==> src/rtl/fp_div_sqrt_unit.sv <==
// fp_div_sqrt_unit: one-deep, iterative FP32 divide / square-root unit.
// Issue reserves it, exec sends operands, a fixed-latency restoring
// iteration produces 26 result bits, and the rounded result is held until
// exec releases it. Subnormal inputs are flushed to signed zero.
module fp_div_sqrt_unit #(
   parameter int ITER_PER_CYCLE = 1,
   parameter int ITER_BITS      = 26
) (
   input  logic        clk_i,
   input  logic        rst_ni,
   input  logic        acquire_i,
   input  logic        req_i,
   input  logic        release_i,
   input  logic        flush_i,
   input  logic        isDivide_i,
   input  logic [31:0] dataInA_i,
   input  logic [31:0] dataInB_i,
   input  logic [2:0]  rm_i,
   output logic        busy_o,
   output logic        reserved_o,
   output logic        finished_o,
   output logic [31:0] dataOut_o,
   output logic [4:0]  fflagsOut_o
);

   localparam int          N_CYC  = (ITER_BITS + ITER_PER_CYCLE - 1) / ITER_PER_CYCLE;
   localparam int          CNT_W  = $clog2(N_CYC + 1);
   localparam logic [31:0] QNAN   = 32'h7FC00000;
   localparam logic [2:0]  RM_RTZ = 3'd1;
   localparam logic [2:0]  RM_RDN = 3'd2;
   localparam logic [2:0]  RM_RUP = 3'd3;
   localparam logic [2:0]  RM_RMM = 3'd4;

   typedef enum logic [2:0] {
      S_FREE, S_RESERVED, S_UNPACK, S_ITER, S_ROUND, S_DONE
   } state_e;

   state_e             state_q;
   logic [CNT_W-1:0]   cnt_q;
   logic [31:0]        data_q;
   logic [4:0]         flags_q;

   // Operands latched on the accepted req, and the iteration datapath.
   logic               is_div_q, sign_q, special_q;
   logic [2:0]         rm_q;
   logic [31:0]        a_q, b_q, spec_res_q;
   logic [4:0]         spec_flags_q;
   logic signed [10:0] exp_q;
   logic [29:0]        rem_q;
   logic [25:0]        q_q;
   logic [51:0]        rad_q;

   // Operand classification (FTZ: any zero exponent counts as zero).
   logic [7:0]  ea, eb;
   logic [23:0] ma, mb;
   logic        a_zero, a_inf, a_nan, a_snan, b_zero, b_inf, b_nan, b_snan;
   logic signed [10:0] e_sq;

   assign ea     = a_q[30:23];
   assign eb     = b_q[30:23];
   assign ma     = {1'b1, a_q[22:0]};
   assign mb     = {1'b1, b_q[22:0]};
   assign a_zero = (ea == 8'h00);
   assign b_zero = (eb == 8'h00);
   assign a_inf  = (ea == 8'hFF) && (a_q[22:0] == '0);
   assign b_inf  = (eb == 8'hFF) && (b_q[22:0] == '0);
   assign a_nan  = (ea == 8'hFF) && (a_q[22:0] != '0);
   assign b_nan  = (eb == 8'hFF) && (b_q[22:0] != '0);
   assign a_snan = a_nan & ~a_q[22];
   assign b_snan = b_nan & ~b_q[22];
   assign e_sq   = $signed({3'b000, ea}) - 11'sd127;

   logic               spec_d, sign_d;
   logic [31:0]        spec_res_d;
   logic [4:0]         spec_flags_d;
   logic signed [10:0] exp_d;
   logic [29:0]        rem_init_d;
   logic [51:0]        rad_init_d;

   // Unpack: resolve special operands, compute the biased exponent and prime the remainder.
   always_comb begin
      // NOTE: every output gets a default first so no path leaves a latch behind.
      spec_d       = 1'b1;
      spec_res_d   = QNAN;
      spec_flags_d = 5'b00000;
      sign_d       = is_div_q ? (a_q[31] ^ b_q[31]) : a_q[31];
      if (is_div_q) begin
         if (a_nan | b_nan)                           spec_flags_d = {a_snan | b_snan, 4'b0000};
         else if ((a_zero & b_zero) | (a_inf & b_inf)) spec_flags_d = 5'b10000;
         else if (a_inf)                              spec_res_d   = {sign_d, 8'hFF, 23'b0};
         else if (b_zero) begin
            spec_res_d   = {sign_d, 8'hFF, 23'b0};
            spec_flags_d = 5'b01000;
         end
         else if (a_zero | b_inf)                     spec_res_d   = {sign_d, 31'b0};
         else                                         spec_d       = 1'b0;
         exp_d      = $signed({3'b000, ea}) - $signed({3'b000, eb}) + 11'sd127;
         rem_init_d = {6'b0, ma};
         rad_init_d = '0;
      end else begin
         if (a_nan)       spec_flags_d = {a_snan, 4'b0000};
         else if (a_zero) spec_res_d   = {a_q[31], 31'b0};
         else if (a_q[31]) spec_flags_d = 5'b10000;
         else if (a_inf)  spec_res_d   = 32'h7F800000;
         else             spec_d       = 1'b0;
         // Odd unbiased exponent: double the significand so the exponent halves exactly.
         exp_d      = (e_sq >>> 1) + 11'sd127;
         rem_init_d = '0;
         rad_init_d = e_sq[0] ? {ma, 28'b0} : {1'b0, ma, 27'b0};
      end
   end

   logic [29:0] rem_d, trial;
   logic [25:0] q_d;
   logic [51:0] rad_d;

   // Iterate: ITER_PER_CYCLE restoring steps of divide or digit-by-digit square root.
   always_comb begin
      rem_d = rem_q;
      q_d   = q_q;
      rad_d = rad_q;
      trial = '0;
      for (int i = 0; i < ITER_PER_CYCLE; i++) begin
         // NOTE: blocking assignments chain the steps within one cycle; state is committed with <= below.
         if (is_div_q) begin
            if (rem_d >= {6'b0, mb}) begin
               rem_d = rem_d - {6'b0, mb};
               q_d   = {q_d[24:0], 1'b1};
            end else begin
               q_d   = {q_d[24:0], 1'b0};
            end
            rem_d = {rem_d[28:0], 1'b0};
         end else begin
            rem_d = {rem_d[27:0], rad_d[51:50]};
            rad_d = {rad_d[49:0], 2'b00};
            trial = {2'b00, q_d, 2'b01};
            if (rem_d >= trial) begin
               rem_d = rem_d - trial;
               q_d   = {q_d[24:0], 1'b1};
            end else begin
               q_d   = {q_d[24:0], 1'b0};
            end
         end
      end
   end

   logic               hi, guard, rnd, sticky, inexact, inc, to_inf;
   logic [22:0]        frac_raw;
   logic [23:0]        frac_sum;
   logic signed [10:0] e_fin;
   logic [31:0]        res_d;
   logic [4:0]         flags_d;

   // Round: normalise on the quotient MSB, round by rm, detect overflow/underflow and pack.
   always_comb begin
      hi       = q_q[25];
      frac_raw = hi ? q_q[24:2] : q_q[23:1];
      guard    = hi ? q_q[1] : q_q[0];
      rnd      = hi & q_q[0];
      sticky   = |rem_q;
      inexact  = guard | rnd | sticky;
      case (rm_q)
         RM_RTZ:  inc = 1'b0;
         RM_RDN:  inc = sign_q & inexact;
         RM_RUP:  inc = ~sign_q & inexact;
         RM_RMM:  inc = guard;
         default: inc = guard & (rnd | sticky | frac_raw[0]);
      endcase
      frac_sum = {1'b0, frac_raw} + {23'b0, inc};
      e_fin    = exp_q - (hi ? 11'sd0 : 11'sd1) + (frac_sum[23] ? 11'sd1 : 11'sd0);
      to_inf   = (rm_q == RM_RDN) ? sign_q : (rm_q == RM_RUP) ? ~sign_q : (rm_q != RM_RTZ);
      if (special_q) begin
         res_d   = spec_res_q;
         flags_d = spec_flags_q;
      end else if (e_fin >= 11'sd255) begin
         res_d   = to_inf ? {sign_q, 8'hFF, 23'b0} : {sign_q, 31'h7F7FFFFF};
         flags_d = 5'b00101;
      end else if (e_fin <= 11'sd0) begin
         res_d   = {sign_q, 31'b0};
         flags_d = 5'b00011;
      end else begin
         res_d   = {sign_q, e_fin[7:0], frac_sum[22:0]};
         flags_d = {4'b0000, inexact};
      end
   end

   // Control FSM: handshake, iteration counter and the held result; flush overrides everything.
   always_ff @(posedge clk_i) begin
      if (!rst_ni) begin
         state_q <= S_FREE;
         cnt_q   <= '0;
         data_q  <= '0;
         flags_q <= '0;
      end else if (flush_i) begin
         state_q <= S_FREE;
         cnt_q   <= '0;
      end else begin
         case (state_q)
            S_FREE:     if (acquire_i) state_q <= S_RESERVED;
            S_RESERVED: if (req_i) state_q <= S_UNPACK;
            S_UNPACK: begin
               state_q <= S_ITER;
               cnt_q   <= CNT_W'(N_CYC);
            end
            S_ITER: begin
               cnt_q <= cnt_q - CNT_W'(1);
               if (cnt_q == CNT_W'(1)) state_q <= S_ROUND;
            end
            S_ROUND: begin
               state_q <= S_DONE;
               data_q  <= res_d;
               flags_q <= flags_d;
            end
            S_DONE:     if (release_i) state_q <= S_FREE;
            default:    state_q <= S_FREE;
         endcase
      end
   end

   // Datapath registers, loaded according to the current state.
   // NOTE: no reset here; each register is written before the FSM ever consumes it.
   always_ff @(posedge clk_i) begin
      case (state_q)
         S_RESERVED: if (req_i) begin
            is_div_q <= isDivide_i;
            a_q      <= dataInA_i;
            b_q      <= dataInB_i;
            rm_q     <= rm_i;
         end
         S_UNPACK: begin
            sign_q       <= sign_d;
            exp_q        <= exp_d;
            special_q    <= spec_d;
            spec_res_q   <= spec_res_d;
            spec_flags_q <= spec_flags_d;
            rem_q        <= rem_init_d;
            rad_q        <= rad_init_d;
            q_q          <= '0;
         end
         S_ITER: begin
            rem_q <= rem_d;
            rad_q <= rad_d;
            q_q   <= q_d;
         end
         default: ;
      endcase
   end

   assign busy_o      = (state_q != S_FREE);
   assign reserved_o  = (state_q == S_RESERVED);
   assign finished_o  = (state_q == S_DONE);
   assign dataOut_o   = data_q;
   assign fflagsOut_o = flags_q;

endmodule

==> config.mk <==
export PLATFORM = sky130hd
export DESIGN_NAME = fp_div_sqrt_unit
export DESIGN_NICKNAME = d
export VERILOG_FILES = /design/src/rtl/fp_div_sqrt_unit.sv
export SDC_FILE = /design/constraint.sdc
export NUM_CORES = 1
export LEC_CHECK = 0
export ABC_CLOCK_PERIOD_IN_PS = 6390
export CAP_MARGIN = 20
export CORE_MARGIN = 2
export CORE_UTILIZATION = 50
export CTS_BUF_LIST = sky130_fd_sc_hd__clkbuf_4 sky130_fd_sc_hd__clkbuf_8
export DETAILED_ROUTE_END_ITERATION = 8
export GPL_ROUTABILITY_DRIVEN = 0
export PLACE_DENSITY = 0.73
export SYNTH_ARGS = -nofsm -noshare
export SYNTH_HDL_FRONTEND = slang
export SYNTH_SLANG_ARGS = --single-unit
==> constraint.sdc <==
create_clock -name clk_i -period 6.39 [get_ports clk_i]
set_clock_uncertainty 0.15 [all_clocks]
set_input_delay 1.278 -clock clk_i [delete_from_list [all_inputs] [get_ports clk_i]]
set_output_delay 1.278 -clock clk_i [all_outputs]
set_load 0.01 [all_outputs]
==> Word-level counts from Yosys, hierarchy flattened <==
Index checks and enable logic that the tools add are counted.
{ "word_totals": {"register_bits": 271, "inputBits": 74, "wordCells": 152, "out_inout_bits": 40} }
{ "op_classes": {"muxes": 63, "n_lt_le_gt_ge": 4, "bitwise": 22, "addsub": 10, "n_eq_ne": 18, "n_reduce_logical": 19} }
{ "ops": {"columns": ["op", "n"], "rows": [
  ["32-bit 2-to-1 mux", 9],
  ["52-bit 2-to-1 mux", 3],
  ["52-bit case mux with 2 select lines", 1],
  ["23-bit 2-to-1 mux", 3],
  ["31-bit 2-to-1 mux", 2],
  ["30-bit 2-to-1 mux", 2],
  ["30-bit case mux with 2 select lines", 1],
  ["26-bit case mux with 2 select lines", 1],
  ["24-bit 2-to-1 mux", 2],
  ["23-bit logical NOT", 2],
  ["23-bit nonzero test", 2],
  ["5-bit 2-to-1 mux", 7],
  ["30-bit by 24-bit >= comparator with 1-bit output", 1],
  ["30-bit by 28-bit >= comparator with 1-bit output", 1],
  ["30-bit OR reduction", 1],
  ["30-bit by 28-bit subtractor with 30-bit output", 1],
  ["29-bit 2-to-1 mux", 1],
  ["29-bit by 24-bit subtractor with 29-bit output", 1],
  ["23-bit by 1-bit adder with 24-bit output", 1],
  ["1-bit 2-to-1 mux", 19],
  ["3-bit case mux with 6 select lines", 1],
  ["8-bit equality test, second input constant", 2],
  ["8-bit logical NOT", 2],
  ["3-bit 2-to-1 mux", 5],
  ["other kinds (31)", 65]
]} }

==> Logic depth before layout (Yosys ltp) <==
{ "depth": {"depth_word": 12, "ltp_mapped": 33, "mapped_depth_nobuf": 27} }

==> Worst setup path before layout <==
Ideal clock, no wire load.
{ "synth_timing": {"path_kind": "register to register", "startpoint": "register q_q[25]", "endpoint": "register data_q[11], in the netlist dataOut_o[11]", "setup_time_ns": 0.117, "path_buffers": 5, "synth_period_minus_slack_ns": 6.244, "t_arrival_ns": 5.977, "required_time_ns": 6.123, "stages_incl_launch_ff": 33, "path_slack_ns": 0.146, "path_cell_list": "edfxtp_1 -> buf_4 -> buf_6 -> buf_2 -> buf_1 -> nand2_1 -> o21ai_0 -> o32ai_1 -> a21o_1 -> a21oi_1 -> ha_1 -> nand3_1 -> a2111oi_4 -> nand4_1 -> nor3_2 -> nand2_1 -> nor2_1 -> nand3_1 -> ha_1 -> inv_1 -> ha_1 -> inv_1 -> fa_1 -> nor2b_1 -> o2111ai_1 -> a21oi_1 -> nand3_1 -> o311a_1 -> nand2_1 -> a31o_2 -> buf_2 -> o21ai_1 -> a22o_1"} }
{ "synth_between": {"elab_chain_cells": 12, "elab_cells_between_ends": 21, "classes_between": "3 x add/sub; 2 x order compare; 8 x mux; 8 x bitwise"} }
{ "synth_lines": {"columns": ["element", "line", "source"], "rows": [
  ["start, declared", "50", "logic [25:0] q_q;"],
  ["start signal, assigned", "243", "q_q <= q_d;"],
  ["1-bit AND / 1-bit 2-to-1 mux (equally long branches)", "159, 158", null],
  ["1-bit OR, on equally long branches (2 in a row)", "167, 161", null],
  ["1-bit AND, on equally long branches", "167, 164, 165", null],
  ["1-bit case mux with 4 select lines", "162", "case (rm_q)"],
  ["23-bit by 1-bit adder with 24-bit output", "169", "frac_sum = {1'b0, frac_raw} + {23'b0, inc};"],
  ["1-bit 2-to-1 mux", "170", "e_fin = exp_q - (hi ? 11'sd0 : 11'sd1) + (frac_sum[23] ? 11'sd1 : 11'sd0);"],
  ["11-bit by 2-bit adder with 11-bit output", "170", null],
  ["11-bit by 1-bit <= comparator with 1-bit output", "178", "end else if (e_fin <= 11'sd0) begin"],
  ["31-bit 2-to-1 mux", "178", null],
  ["31-bit 2-to-1 mux (*)", "175", "end else if (e_fin >= 11'sd255) begin"],
  ["32-bit 2-to-1 mux (*)", "172", "if (special_q) begin"],
  ["end signal, assigned", "211", "data_q <= res_d;"],
  ["end, declared", "40", "logic [31:0] data_q;"]
]} }
Mark *: on every way between the ends. The rest lies on a longest branch, timed or not.
A chain may end at the register's enable or synchronous reset.

==> Final worst setup path <==
{ "layout_timing": {"startpoint": "register rem_q[16]", "endpoint": "register data_q[2], in the netlist dataOut_o[2]"} }
{ "layout_between": {"elab_chain_cells": 12, "elab_cells_between_ends": 16, "classes_between": "2 x add/sub; 2 x order compare; 5 x mux; 6 x bitwise; 1 x reduce/logical"} }
{ "layout_lines": {"columns": ["element", "line", "source"], "rows": [
  ["start, declared", "49", "logic [29:0] rem_q;"],
  ["start signal, assigned", "236", "rem_q <= rem_init_d;"],
  ["start signal, assigned", "241", "rem_q <= rem_d;"],
  ["30-bit OR reduction (*)", "160", "sticky = |rem_q;"],
  ["1-bit OR (2 in a row)", "167", "default: inc = guard & (rnd | sticky | frac_raw[0]);"],
  ["1-bit AND", "167", null],
  ["1-bit case mux with 4 select lines (*)", "162", null],
  ["23-bit by 1-bit adder with 24-bit output (*)", "169", null],
  ["1-bit 2-to-1 mux", "170", null],
  ["11-bit by 2-bit adder with 11-bit output", "170", null],
  ["11-bit by 1-bit <= comparator with 1-bit output", "178", null],
  ["31-bit 2-to-1 mux", "178", null],
  ["31-bit 2-to-1 mux (*)", "175", null],
  ["32-bit 2-to-1 mux (*)", "172", null]
]} }
Marked as above.

==> reports/results.tsv <==
metric	value	unit
status	finished clean	
cp_max_fo	18	
peakVddDrop	0.147	mV
antenna_found_initial	0	
design.die.area	30000	um2
vias_per_cell	5.97	
ctsRootBufferMaster	clkbuf_8	
finalCriticalPeriod	6040	ps
fin_ws	354	ps
syn-num-nets	1685	
port_buffers	113	
cap_violations	0	
first_pass_iters	6	
avgSynthCellArea	9.37	um2
cts_buffers	38	
yosysTopAreaCellShare	34.8	%
hold_violations	0	
synth_edf_count	166	
tightest_slew	1180	ps
vias	12200	
overflow	0	
path_clk_slew	60	ps
critical_path_class	reg -> reg	
setup_viol	0	
critPathMaxStageDelay	450	ps
yosys_most_used_dff	edfxtp_1	
nNetsFinal	1799	
multi_input_area	7790	um2
slew_headroom	21.3	%
cp_data_arrival_time	6320	ps
slew_viol_final	0	
coreArea	28000	um2
drcViolationCount	0	
wire_per_inst	18.6	um
pwr_density_cell	185	nW/um2
insertion_delay	560	ps
cts_tree	done	
synthArstFlopShare	0	%
fillers	2419	
grt_pass1_vias	11500	
fmax	0.166	GHz
ys_ff_latch	211	
cts_num_sinks	211	
path_buf_inv	2	
netlist_area	14300	um2
cp_data_required_time	6670	ps
crit_family	compound AO/OA/AOI/OAI gates	
ant_nets	0	
cpMaxStageDelayCell	edfxtp_1	
yosys_warnings	0	
finalSetupTns	0	ps
die_x	173	um
diodes	0	
wirelength	38200	um
final_util	59.5	%
final.period_utilization	94.5	%
htree_levels	2	
dpl.hpwl	28100	um
rows	61	
drive_above_1_share	8.62	%
boundaryPins	114	
cp-end-kind	flop	
hp-class	reg -> reg	
p_leak	0.00643	uW
drt_iter0_drc	1296	
cts_buffer_depth	3	
rsz0062_at_grt	true	
grt_pass1_wl	60900	um
die_h	173	um
synth_cells	1530	
ys_seq_area_share	41.1	%
start_kind	flop	
area_growth	16.3	%
grt_max_degree	85	
yosys-top-cells-area	edfxtp_1 35%, ha_1 6.8%, dfxtp_1 6.3%	
track_usage	24.9	%
yosys.cell_types.count	91	
start_util	51.2	%
synth.largest_area_cell	edfxtp_1	
regArea	5890	um2
dp_slack	109	ps
==> stage by stage <==
| stage | cells | instance area (um2) | power, uW | hold slack, ps |
|---|---|---|---|---|
| 2_1_floorplan | 1530 | 14300 | 1680 | 317 |
| 3_3_place_gp | 1979 | 15900 | 1760 | 297 |
| 3_5_place_dp | 1979 | 15900 | 1770 | 297 |
| 4_1_cts | 2046 | 16600 | 3100 | 305 |
| 5_1_grt | 2049 | 16700 | 3190 | 336 |
| 6_report | 2049 | 16700 | 3080 | 307 |
==> cell usage in the layout (no fill, tap or decap), drive strengths merged, types with 35 or more instances in the layout <==
cell type and count:
o21ai 111, xnor2 58, edfxtp 166, nand2 140, inv 100, clkbuf 47
mux2i 54, nor2 121, nand3 35, clkdlybuf4s50 113, a21oi 99, dfxtp 45
ha 78
==> kinds of logic after synthesis <==
| kind of cell | count (synthesis) | synth area share, % |
|---|---|---|
| DFF | 211 | 41.1 |
| buffers and inverters | 171 | 4.80 |
| adders and majority gates | 81 | 7.23 |
| and+or+nand+nor | 472 | 16.2 |
| xor gates and xnor gates | 88 | 5.38 |
| AOI/OAI and AO/OA | 450 | 21.4 |
| muxes | 57 | 4.01 |
==> Yosys cell counts, types with 6 or more instances <==
master,n
a211oi_1,13
ha_1,78
o21ai_0,82
and2_1,8
a31oi_1,16
o21a_1,12
o211ai_1,16
and3_1,13
o22ai_1,23
clkbuf_1,42
nand2b_1,11
dfxtp_1,45
nand4_1,24
nor2_1,119
a211o_1,6
buf_2,16
a21o_1,26
mux2i_1,54
edfxtp_1,166
and4_1,7
o31ai_1,27
a22o_1,18
nor3_1,24
buf_1,8
a21oi_1,95
a21boi_0,9
nand3_1,35
nor4_1,25
inv_1,99
xnor2_1,58
nor2b_1,20
o21ai_1,28
xor2_1,30
or2_2,6
or3_1,10
nand2_1,140
==> layout make-up <==
type,instances,area share (%)
multi-input combinational,1148,46.7
sequential,211,35.3
clock buffer,47,3.62
timing repair buffer,146,8.27
tap,378,2.84
inverter,99,2.23
clock inverter,20,1.07
==> state kept, by name, summed over array words and instances (netlist names), 5 cells and up <==
name         flops
rem_q           30
dataOut_o       32
b_q             32
fflagsOut_o      5
q_q             26
rad_q           25
cnt_q            5
exp_q           10
a_q             32
==> layer usage <==
layer,share of wire [%],wire [um],GRT usage (%),vias to the layer above
met4,3.2,1200,7.84,0
li1,-,-,-,5917
met1,45,17200,35.6,5712
met5,0,0,0,-
met3,7.3,2790,3.66,81
met2,44,17000,39.1,530
==> tightest hold or removal path: stages, from the launching register on <==
cell and delay (ps):
dfxtp_1 310, nand2_1 50, o21ai_1 50
==> worst paths after layout <==
check,slack (ps),endpoint,from,cells past startpoint
worst max register to register,350,dataOut_o[2],rem_q[16],27
worst max-delay path,350,dataOut_o[2],rem_q[16],27
worst min-delay path,310,dataOut_o[22],dataOut_o[22],2
worst min register to register,310,dataOut_o[22],dataOut_o[22],2
==> power by group <==
part	internal [uW]	leakage (uW)	switching [uW]
registers	1490	0.00187	16.5
logic	111	0.00415	121
clock network	747	0.000410	590
total	2350	0.00643	727
==> what timing repair did <==
item	in CTS	in global routing
gates resized for setup	0	4
hold buffers	0	0
buffers inserted	0	2
endpoints found under the setup margin	0	33
Power figures use the tool's default switching activity.
